### src/rtl/video_timing_pkg.sv
// Shared video timing defaults, pixel field layout and output FSM states.
// Imported by the video output block and its pixel FIFO.
package video_timing_pkg;

  localparam int DEF_H_ACTIVE   = 1280;
  localparam int DEF_H_FP       = 110;
  localparam int DEF_H_SYNC     = 40;
  localparam int DEF_H_BP       = 220;
  localparam int DEF_V_ACTIVE   = 720;
  localparam int DEF_V_FP       = 5;
  localparam int DEF_V_SYNC     = 5;
  localparam int DEF_V_BP       = 20;
  localparam int DEF_FIFO_DEPTH = 16;

  localparam int PIX_W = 24;
  localparam int R_MSB = 23;
  localparam int R_LSB = 16;
  localparam int G_MSB = 15;
  localparam int G_LSB = 8;
  localparam int B_MSB = 7;
  localparam int B_LSB = 0;

  localparam int TLAST_BIT = 24;
  localparam int TUSER_BIT = 25;
  localparam int FIFO_W    = 26;

  typedef enum logic [1:0] {
    IDLE,
    FILL,
    RUN
  } vout_state_e;

  function automatic logic [PIX_W-1:0] rgb(
    input logic [PIX_W-1:0] d
  );
    return {d[R_MSB:R_LSB], d[G_MSB:G_LSB], d[B_MSB:B_LSB]};
  endfunction

endpackage

### src/rtl/axis_video_out_pix_fifo.sv
// Synchronous first-word-fall-through FIFO with flush.
// A push in the flush cycle lands as the only entry.
module pix_fifo
  import video_timing_pkg::*;
#(
  parameter int WIDTH = FIFO_W,
  parameter int DEPTH = DEF_FIFO_DEPTH
) (
  input  logic             clk,
  input  logic             rst,
  input  logic             flush,
  input  logic             push,
  input  logic             pop,
  input  logic [WIDTH-1:0] din,
  output logic [WIDTH-1:0] dout,
  output logic             full,
  output logic             empty
);

  localparam int AW = $clog2(DEPTH);

  logic [WIDTH-1:0] mem [DEPTH];
  logic [AW-1:0]    wr_ptr;
  logic [AW-1:0]    rd_ptr;
  logic [AW:0]      count;
  logic             we;
  logic             re;

  assign full  = (count == (AW+1)'(DEPTH));
  assign empty = (count == '0);
  assign we    = push && (flush || !full);
  assign re    = pop && !empty;
  assign dout  = mem[rd_ptr];

  always_ff @(posedge clk) begin
    if (we) mem[flush ? '0 : wr_ptr] <= din;
  end

  always_ff @(posedge clk or posedge rst) begin
    if (rst) begin
      wr_ptr <= '0;
      rd_ptr <= '0;
      count  <= '0;
    end else if (flush) begin
      rd_ptr <= '0;
      wr_ptr <= we ? AW'(1) : '0;
      count  <= we ? (AW+1)'(1) : '0;
    end else begin
      if (we) wr_ptr <= wr_ptr + 1'b1;
      if (re) rd_ptr <= rd_ptr + 1'b1;
      unique case ({we, re})
        2'b10:   count <= count + 1'b1;
        2'b01:   count <= count - 1'b1;
        default: count <= count;
      endcase
    end
  end

endmodule

### src/rtl/axis_video_out.sv
// AXI4-Stream to raster video: free-running timing, FIFO-fed pixels,
// frame-locked start with underflow/SOF/EOL error recovery.
module axis_video_out
  import video_timing_pkg::*;
#(
  parameter int H_ACTIVE   = DEF_H_ACTIVE,
  parameter int H_FP       = DEF_H_FP,
  parameter int H_SYNC     = DEF_H_SYNC,
  parameter int H_BP       = DEF_H_BP,
  parameter int V_ACTIVE   = DEF_V_ACTIVE,
  parameter int V_FP       = DEF_V_FP,
  parameter int V_SYNC     = DEF_V_SYNC,
  parameter int V_BP       = DEF_V_BP,
  parameter int FIFO_DEPTH = DEF_FIFO_DEPTH
) (
  input  logic             pixel_clk,
  input  logic             rst,
  input  logic [PIX_W-1:0] s_axis_tdata,
  input  logic             s_axis_tvalid,
  output logic             s_axis_tready,
  input  logic             s_axis_tuser,
  input  logic             s_axis_tlast,
  output logic [PIX_W-1:0] vid_data,
  output logic             vid_active,
  output logic             vid_hsync,
  output logic             vid_vsync,
  output logic             underflow,
  output logic             sof_err,
  output logic             eol_err
);

  localparam int H_TOTAL = H_ACTIVE + H_FP + H_SYNC + H_BP;
  localparam int V_TOTAL = V_ACTIVE + V_FP + V_SYNC + V_BP;
  localparam int HW = $clog2(H_TOTAL + 1);
  localparam int VW = $clog2(V_TOTAL + 1);

  localparam logic [HW-1:0] H_LAST = HW'(H_TOTAL - 1);
  localparam logic [HW-1:0] H_ACT  = HW'(H_ACTIVE);
  localparam logic [HW-1:0] H_EOL  = HW'(H_ACTIVE - 1);
  localparam logic [HW-1:0] HS_BEG = HW'(H_ACTIVE + H_FP);
  localparam logic [HW-1:0] HS_END = HW'(H_ACTIVE + H_FP + H_SYNC);
  localparam logic [VW-1:0] V_LAST = VW'(V_TOTAL - 1);
  localparam logic [VW-1:0] V_ACT  = VW'(V_ACTIVE);
  localparam logic [VW-1:0] VS_BEG = VW'(V_ACTIVE + V_FP);
  localparam logic [VW-1:0] VS_END = VW'(V_ACTIVE + V_FP + V_SYNC);

  vout_state_e       state;
  vout_state_e       state_n;
  logic [HW-1:0]     h_cnt;
  logic [VW-1:0]     v_cnt;
  logic              active;
  logic              first_pix;
  logic              frame_end;
  logic              rdy_en;
  logic              hs_in;
  logic              push;
  logic              pop;
  logic              flush;
  logic              full;
  logic              empty;
  logic              set_uf;
  logic              set_sof;
  logic              set_eol;
  logic [FIFO_W-1:0] din;
  logic [FIFO_W-1:0] dout;
  logic [PIX_W-1:0]  pix_n;

  assign active    = (h_cnt < H_ACT) && (v_cnt < V_ACT);
  assign first_pix = (h_cnt == '0) && (v_cnt == '0);
  assign frame_end = (h_cnt == H_LAST) && (v_cnt == V_LAST);
  assign din       = {s_axis_tuser, s_axis_tlast, s_axis_tdata};

  // rdy_en keeps tready low through reset and its release cycle
  assign s_axis_tready = rdy_en && ((state == IDLE) || !full);
  assign hs_in         = s_axis_tvalid && s_axis_tready;

  pix_fifo #(
    .WIDTH (FIFO_W),
    .DEPTH (FIFO_DEPTH)
  ) u_fifo (
    .clk   (pixel_clk),
    .rst   (rst),
    .flush (flush),
    .push  (push),
    .pop   (pop),
    .din   (din),
    .dout  (dout),
    .full  (full),
    .empty (empty)
  );

  always_comb begin
    state_n = state;
    push    = 1'b0;
    pop     = 1'b0;
    flush   = 1'b0;
    set_uf  = 1'b0;
    set_sof = 1'b0;
    set_eol = 1'b0;
    pix_n   = '0;
    unique case (state)
      IDLE: begin
        if (hs_in && s_axis_tuser) begin
          push    = 1'b1;
          state_n = FILL;
        end
      end
      FILL: begin
        push = hs_in;
        if (frame_end) state_n = RUN;
      end
      RUN: begin
        push = hs_in;
        if (active) begin
          if (empty) begin
            set_uf  = 1'b1;
            flush   = 1'b1;
            state_n = IDLE;
          end else if (dout[TUSER_BIT] != first_pix) begin
            set_sof = 1'b1;
            flush   = 1'b1;
            state_n = IDLE;
          end else begin
            pop     = 1'b1;
            pix_n   = rgb(dout[PIX_W-1:0]);
            set_eol = (dout[TLAST_BIT] != (h_cnt == H_EOL));
          end
        end
      end
      default: state_n = IDLE;
    endcase
    // a start-of-frame beat arriving with the flush restarts the fill
    if (flush) begin
      push = hs_in && s_axis_tuser;
      if (push) state_n = FILL;
    end
  end

  always_ff @(posedge pixel_clk or posedge rst) begin
    if (rst) begin
      h_cnt <= '0;
      v_cnt <= '0;
    end else if (h_cnt == H_LAST) begin
      h_cnt <= '0;
      v_cnt <= (v_cnt == V_LAST) ? '0 : v_cnt + 1'b1;
    end else begin
      h_cnt <= h_cnt + 1'b1;
    end
  end

  always_ff @(posedge pixel_clk or posedge rst) begin
    if (rst) begin
      state      <= IDLE;
      rdy_en     <= 1'b0;
      vid_data   <= '0;
      vid_active <= 1'b0;
      vid_hsync  <= 1'b0;
      vid_vsync  <= 1'b0;
      underflow  <= 1'b0;
      sof_err    <= 1'b0;
      eol_err    <= 1'b0;
    end else begin
      state      <= state_n;
      rdy_en     <= 1'b1;
      vid_data   <= pix_n;
      vid_active <= active;
      vid_hsync  <= (h_cnt >= HS_BEG) && (h_cnt < HS_END);
      vid_vsync  <= (v_cnt >= VS_BEG) && (v_cnt < VS_END);
      underflow  <= underflow | set_uf;
      sof_err    <= sof_err | set_sof;
      eol_err    <= eol_err | set_eol;
    end
  end

endmodule

### config.mk
export PLATFORM = sky130hd
export DESIGN_NAME = axis_video_out
export DESIGN_NICKNAME = d
export VERILOG_FILES = /design/src/rtl/video_timing_pkg.sv /design/src/rtl/axis_video_out_pix_fifo.sv /design/src/rtl/axis_video_out.sv
export SDC_FILE = /design/constraint.sdc
export NUM_CORES = 1
export LEC_CHECK = 0
export ABC_AREA = 1
export BUFFER_PORTS_ARGS = -buffer_cell sky130_fd_sc_hd__buf_2
export CAP_MARGIN = 25
export CORE_ASPECT_RATIO = 0.8
export CORE_MARGIN = 4
export CORE_UTILIZATION = 40
export DETAILED_ROUTE_END_ITERATION = 10
export HOLD_SLACK_MARGIN = 0.06
export PLACE_DENSITY = 0.63
export SKIP_CTS_REPAIR_TIMING = 1
export SYNTH_ARGS = -nofsm -noshare
export SYNTH_HDL_FRONTEND = slang
export SYNTH_HIERARCHICAL = 1
export SYNTH_SLANG_ARGS = --single-unit
export TNS_END_PERCENT = 50
### constraint.sdc
create_clock -name pixel_clk -period 9.4 [get_ports pixel_clk]
set_input_delay 0.94 -clock pixel_clk [delete_from_list [all_inputs] [get_ports pixel_clk]]
set_output_delay 0.94 -clock pixel_clk [all_outputs]
set_load 0.01 [all_outputs]
==> results of run 1 <==
## through the flow
stage | cell area (um2) | std cells | total power [mW] | hold slack (ps) | utilization
detailed placement | 20600 | 2241 | 2.77 | 443 | 0.425
global placement | 20600 | 2241 | 2.76 | 443 | 0.425
global route | 22000 | 2326 | 4.69 | 438 | 0.454
floorplan | 19800 | 1632 | 2.64 | 456 | -
CTS | 22000 | 2326 | 4.55 | 399 | 0.454
finish | 22000 | 2326 | 4.51 | 413 | 0.454
## placed cells by master, fill, tap and decap left out, types with 3 or more instances in the layout
| cell | n |
|---|---|
| clkinv_1 | 7 |
| clkinvlp_4 | 3 |
| nor2_1 | 363 |
| dfrtp_1 | 64 |
| nand2_1 | 85 |
| nor3_1 | 9 |
| nand2_2 | 5 |
| edfxtp_1 | 416 |
| inv_1 | 82 |
| clkbuf_16 | 48 |
| o211ai_1 | 93 |
| inv_2 | 8 |
| nand3_2 | 3 |
| xor2_1 | 6 |
| o21ai_0 | 200 |
| o21ai_1 | 29 |
| nor2_2 | 5 |
| clkbuf_1 | 16 |
| nor2_4 | 17 |
| nand3_1 | 77 |
| nand4_1 | 10 |
| ha_1 | 16 |
| clkinv_2 | 6 |
| o221ai_1 | 12 |
| a21oi_1 | 19 |
| buf_4 | 10 |
| buf_2 | 59 |
## flip-flops by register name, summed over array words and instances (netlist names), 2 cells and up
signal         count
u_fifo/mem       416
vid_data          24
h_cnt             11
v_cnt             10
u_fifo/count       5
u_fifo/rd_ptr      4
u_fifo/wr_ptr      4
state              2
## cell families (layout without fill, tap and decap cells)
group                    after synthesis  after routing  share of synthesized area
AO/OA/AOI/OAI                        364            364                      0.108
XOR/XNOR                               8              8                    0.00355
buffers and inverters                180            245                     0.0395
adder cells (fa/ha/maj)               17             17                     0.0111
AND/OR/NAND/NOR                      579            579                      0.121
other                                  1              1                   0.000190
flip-flops                           483            483                      0.717
## final timing paths
path	start	end	slack, ps	depth (start not counted)
setup / recovery	u_fifo/rd_ptr[0]$_DFFE_PP0P_	u_fifo/mem[7][1]$_DFFE_PP_	4500	15
hold / removal	rst	u_fifo/wr_ptr[3]$_DFFE_PP0P_	410	2
setup reg to reg	u_fifo/rd_ptr[0]$_DFFE_PP0P_	u_fifo/mem[7][1]$_DFFE_PP_	4500	15
hold reg to reg	underflow$_DFF_PP0_	underflow$_DFF_PP0_	450	1
max in group asynchronous	rst	vid_data[15]$_DFF_PP0_	8210	3
min in group pixel_clk	underflow$_DFF_PP0_	underflow$_DFF_PP0_	450	1
## layer usage
metal	vias to the layer above	wire length, um	track usage
met1	6297	21600	0.254
li1	5867	-	-
met5	-	13	0
met3	78	3160	0.0334
met2	422	22500	0.290
met4	2	1320	0.0598
## cell usage after synthesis (3+ instances only)
master and number:
nand4_1 10, ha_1 16, inv_1 84, o21ai_1 29, a21oi_1 19, clkbuf_1 37, dfrtp_1 67, xor2_1 6
o221ai_1 12, o211ai_1 93, nand2_1 85, nand3_1 77, nor2_1 379, nor2_2 5, nor3_1 9, o21ai_0 200
buf_4 6, nand2_2 5, buf_2 35, edfxtp_1 416, inv_2 7, nand3_2 3, buf_6 5, buf_1 5
## power breakdown
part / internal [mW] / leakage, nW / switching, mW
registers: 2.42 / 4.64 / 0.0365
logic: 0.0657 / 2.48 / 0.212
clock network: 0.975 / 0.685 / 0.804
total: 3.46 / 7.80 / 1.05
## layout make-up
cell class | instances | area [um2]
flip-flops and latches | 483 | 14200
fillers | 4326 | 26500
well taps | 629 | 787
multi-input cells | 969 | 4930
repair buffers | 69 | 370
clock buffers | 64 | 1260
inverters | 91 | 347
clock inverters | 21 | 163
## worst max-delay path, cell delays in order (launching register included)
cell and delay, ps:
dfrtp_4 750, buf_4 740, nor2_1 110, nor2_1 110, o21ai_1 80, o211ai_1 110
nand3_1 130, nand2_1 140, inv_1 50, nand4_1 110, nand3_1 130, nand2_1 110
inv_1 170, inv_1 400, nand4_1 460, nor2_4 880
==> impl_metrics.py, run 1 <==
metrics = {
    "floorplanning": {
        "io_pins": 60,
        "die_h_um": 207,
        "die_x_um": 257,
        "core_area_um2": 48600,
        "initial_core_util": 0.407,
        "dieArea_um2": 53000,
        "rows": 72,
    },
    "worst_setup_path": {
        "critPathRequiredTime_ps": 9600,
        "startpoint_type": "register",
        "crit_path_end_kind": "register",
        "cp.arrival_ps": 5110,
        "worst-setup-path-type": "reg -> reg",
        "crit_path_max_fanout": 90,
    },
    "pwr": {
        "p_leak_nw": 7.80,
        "power.density_nw_per_um2": 205,
        "vdd_drop_max_mv": 0.152,
    },
    "timing": {
        "relSlewSlack": 0.293,
        "setup_tns_ps": 0,
        "tightest_slew_ps": 1060,
        "max_clock_freq_mhz": 204,
        "rsz0062_at_grt": "no",
        "hold_violations": 0,
        "skew_ps": 20.2,
        "drv_slew": 0,
        "finalCritPeriodShare": 0.521,
        "fin_ws_ps": 4500,
        "fin_crit_ps": 4900,
        "setup-violations-final": 0,
    },
    "cells_and_area": {
        "n_antenna_cell": 0,
        "layout-drive-gt1-share": 0.104,
        "syn2layout_area_growth_pct": 11.5,
        "final_nets": 1708,
    },
    "cts": {
        "cts_tree": "built",
        "cts_inserted_buffers": 48,
        "clk_pin_slew_ps": 60,
        "htree_num_levels": 2,
        "root_buffer": "clkbuf_16",
        "clockBufferDepth": 3,
        "clkLatencyLatePin_ps": 600,
        "cts_sinks": 483,
    },
    "run_status": {
        "outcome": "complete, no violations",
    },
    "yosys": {
        "synth_seq_cells": 483,
        "syn_nets": 1678,
        "syn_area_per_cell_um2": 12.1,
        "yosys_warnings": 6,
        "synth_cell_types": 43,
        "ys_seq_area_frac": 0.717,
        "syn_area_um2": 19800,
        "syn_inst": 1632,
        "synth_area_leaders": "edfxtp_1 (63%), dfrtp_1 (8.5%), nor2_1 (7.2%), o21ai_0 (5.1%), o211ai_1 (3.5%)",
        "yosysTopAreaCell": "edfxtp_1",
        "synthArstFlopShare": 0.139,
        "ys.flop_type": "edfxtp_1",
        "synthDominantCellAreaShare": 0.632,
        "synth_edf_count": 416,
    },
    "grt": {
        "grt_pass1_wl_um": 74100,
        "antenna_found_initial": 1,
        "grt_overflow": 0,
        "grt_start_max_net_pins": 91,
        "grt_pass1_vias": 12400,
        "grt.total_usage": 0.181,
    },
    "placed_design": {
        "pre_cts_ws_ps": 4460,
        "dp_hpwl_um": 28300,
        "portBuffers": 59,
        "gp_congestion": 0.913,
    },
    "drt": {
        "ant_nets": 0,
        "avgViaCountPerCell": 5.45,
        "vias": 12700,
        "drt_iter0_markers": 926,
        "drt_pass1_iterations": 6,
        "routedWlPerCell_um": 20.9,
        "drc": 0,
        "routed_wl_um": 48600,
    },
    "worst_hold_path": {
        "min_path_type": "in -> async",
    },
    "flow_run": {
        "cap_violations": 0,
    },
}
Note: power is estimated with default switching activity, not from simulation.
==> inputs of run 2 (changes only) <==
--- a/config.mk
+++ b/config.mk
@@ -13,7 +13,7 @@
 export CORE_UTILIZATION = 40
 export DETAILED_ROUTE_END_ITERATION = 10
 export HOLD_SLACK_MARGIN = 0.06
-export PLACE_DENSITY = 0.63
+export PLACE_DENSITY = 0.65
 export SKIP_CTS_REPAIR_TIMING = 1
 export SYNTH_ARGS = -nofsm -noshare
 export SYNTH_HDL_FRONTEND = slang
==> constraint.sdc (replaced) <==
create_clock -name pixel_clk -period 4.45 [get_ports pixel_clk]
set_input_delay 0.445 -clock pixel_clk [delete_from_list [all_inputs] [get_ports pixel_clk]]
set_output_delay 0.445 -clock pixel_clk [all_outputs]
set_load 0.01 [all_outputs]
==> impl_metrics.py, run 2 (same netlist as run 1, synthesis figures left out) <==
metrics = {
    "cells_and_area": {
        "layout-drive-gt1-share": 0.121,
        "reg_top3": "u_fifo/mem x416, vid_data x24, h_cnt x11",
        "finish.utilization": 0.464,
        "layout_common_cells": "edfxtp_1 (416), nor2_1 (363), o21ai_0 (200), o211ai_1 (93), nand2_1 (85)",
        "fill_cells": 4261,
        "final_nets": 1735,
        "largest_reg_flops": 416,
        "syn2layout_area_growth_pct": 14.1,
        "regMostFlops": "u_fifo/mem",
        "final_common_cell": "edfxtp_1",
    },
    "timing": {
        "tightest_slew_ps": 885,
        "fin_crit_ps": 4050,
        "max_clock_freq_mhz": 247,
        "finalCritPeriodShare": 0.910,
        "rsz0062_at_grt": "no",
        "drv_slew": 0,
        "hold_violations": 0,
        "setup-violations-final": 0,
        "fin_ws_ps": 399,
        "relSlewSlack": 0.410,
        "setup_tns_ps": 0,
        "skew_ps": 19.0,
    },
    "placed_design": {
        "pre_cts_ws_ps": 481,
        "dp_hpwl_um": 28300,
        "gp_congestion": 0.835,
        "portBuffers": 59,
    },
    "worst_setup_path": {
        "startpoint_type": "register",
        "crit_path_end_kind": "register",
        "crit_path_max_fanout": 50,
        "worst-setup-path-type": "reg -> reg",
        "cp.arrival_ps": 4290,
        "critPathRequiredTime_ps": 4690,
    },
    "pwr": {
        "p_leak_nw": 8.05,
        "vdd_drop_max_mv": 0.379,
        "power.density_nw_per_um2": 437,
    },
    "cts": {
        "cts_inserted_buffers": 49,
        "htree_num_levels": 2,
        "root_buffer": "clkbuf_16",
        "clk_pin_slew_ps": 60,
        "clockBufferDepth": 3,
        "cts_sinks": 483,
        "cts_tree": "built",
        "clkLatencyLatePin_ps": 590,
    },
    "flow_run": {
        "cap_violations": 0,
    },
    "grt": {
        "met3_usage": 0.0385,
        "grt_start_max_net_pins": 103,
        "busiest_layer": "met2",
        "grt.total_usage": 0.179,
        "grt_overflow": 0,
        "antenna_found_initial": 3,
        "grt_pass1_wl_um": 74100,
        "grtUsageMet1": 0.263,
        "grt_pass1_vias": 12400,
        "grtUsageMet2": 0.273,
    },
    "drt": {
        "drc": 0,
        "routed_wl_um": 47900,
        "vias": 12900,
        "routedWlPerCell_um": 20.3,
        "avgViaCountPerCell": 5.47,
        "ant_nets": 0,
        "drt_iter0_markers": 1319,
        "drt_pass1_iterations": 5,
    },
    "run_status": {
        "outcome": "complete, no violations",
    },
    "floorplanning": {
        "initial_core_util": 0.407,
        "dieArea_um2": 53000,
        "io_pins": 60,
        "die_h_um": 207,
        "die_x_um": 257,
        "rows": 72,
        "core_area_um2": 48600,
    },
    "worst_hold_path": {
        "min_path_type": "in -> reg",
    },
}
## run 2: layout make-up
cell class / instances / area [um2] / area share
inverters: 91 / 347 / 0.0154
flip-flops and latches: 483 / 14200 / 0.629
clock inverters: 18 / 199 / 0.00882
repair buffers: 95 / 721 / 0.0320
multi-input cells: 969 / 4930 / 0.219
clock buffers: 74 / 1380 / 0.0612
diodes: 1 / 2.50 / 0.000111
well taps: 629 / 787 / 0.0349
## run 2: final timing paths
kind	slack, ps	startpoint	to	cells after the start
worst max-delay path	400	u_fifo/rd_ptr[0]$_DFFE_PP0P_	u_fifo/mem[15][1]$_DFFE_PP_	16
worst min-delay path	250	s_axis_tdata[8]	u_fifo/mem[0][8]$_DFFE_PP_	1
worst max register to register	400	u_fifo/rd_ptr[0]$_DFFE_PP0P_	u_fifo/mem[15][1]$_DFFE_PP_	16
worst min register to register	470	eol_err$_DFF_PP0_	eol_err$_DFF_PP0_	1
max in group asynchronous	3080	rst	vid_vsync$_DFF_PP0_	4
min in group asynchronous	410	rst	vid_data[0]$_DFF_PP0_	3
## run 2: worst max-delay path: stages (launching register included)
cell and delay (ps):
dfrtp_4 600, inv_6 340, nor2_1 70, nor2_1 90
o21ai_0 80, o211ai_1 100, nand3_1 110, nand2_1 150
nand2_1 80, nand3_1 100, nand2_1 80, inv_1 300
nand2_1 160, nand2_2 200, nand4_1 400, nor2_4 410
buf_4 410
## run 2: through the flow
stage	hold slack (ps)	std cells	total power [mW]	area [um2]
2_1_floorplan	322	1632	5.58	19800
4_1_cts	-153	2356	9.92	22500
5_1_grt	246	2360	10.2	22500
3_3_place_gp	483	2264	5.86	20900
6_report	246	2360	9.84	22500
3_5_place_dp	465	2264	5.88	20900
## run 2: power breakdown
group | switching (mW) | internal, mW
sequential | 0.0751 | 5.10
combinational | 0.453 | 0.162
clock | 1.72 | 2.33
## run 2: routing by layer
| metal | vias up | wire length [um] | share of wire |
|---|---|---|---|
| met5 | - | 23 | 0.00048 |
| met4 | 4 | 922 | 0.019 |
| met3 | 74 | 3750 | 0.078 |
| met2 | 501 | 21600 | 0.45 |
| met1 | 6402 | 21700 | 0.45 |
| li1 | 5932 | - | - |
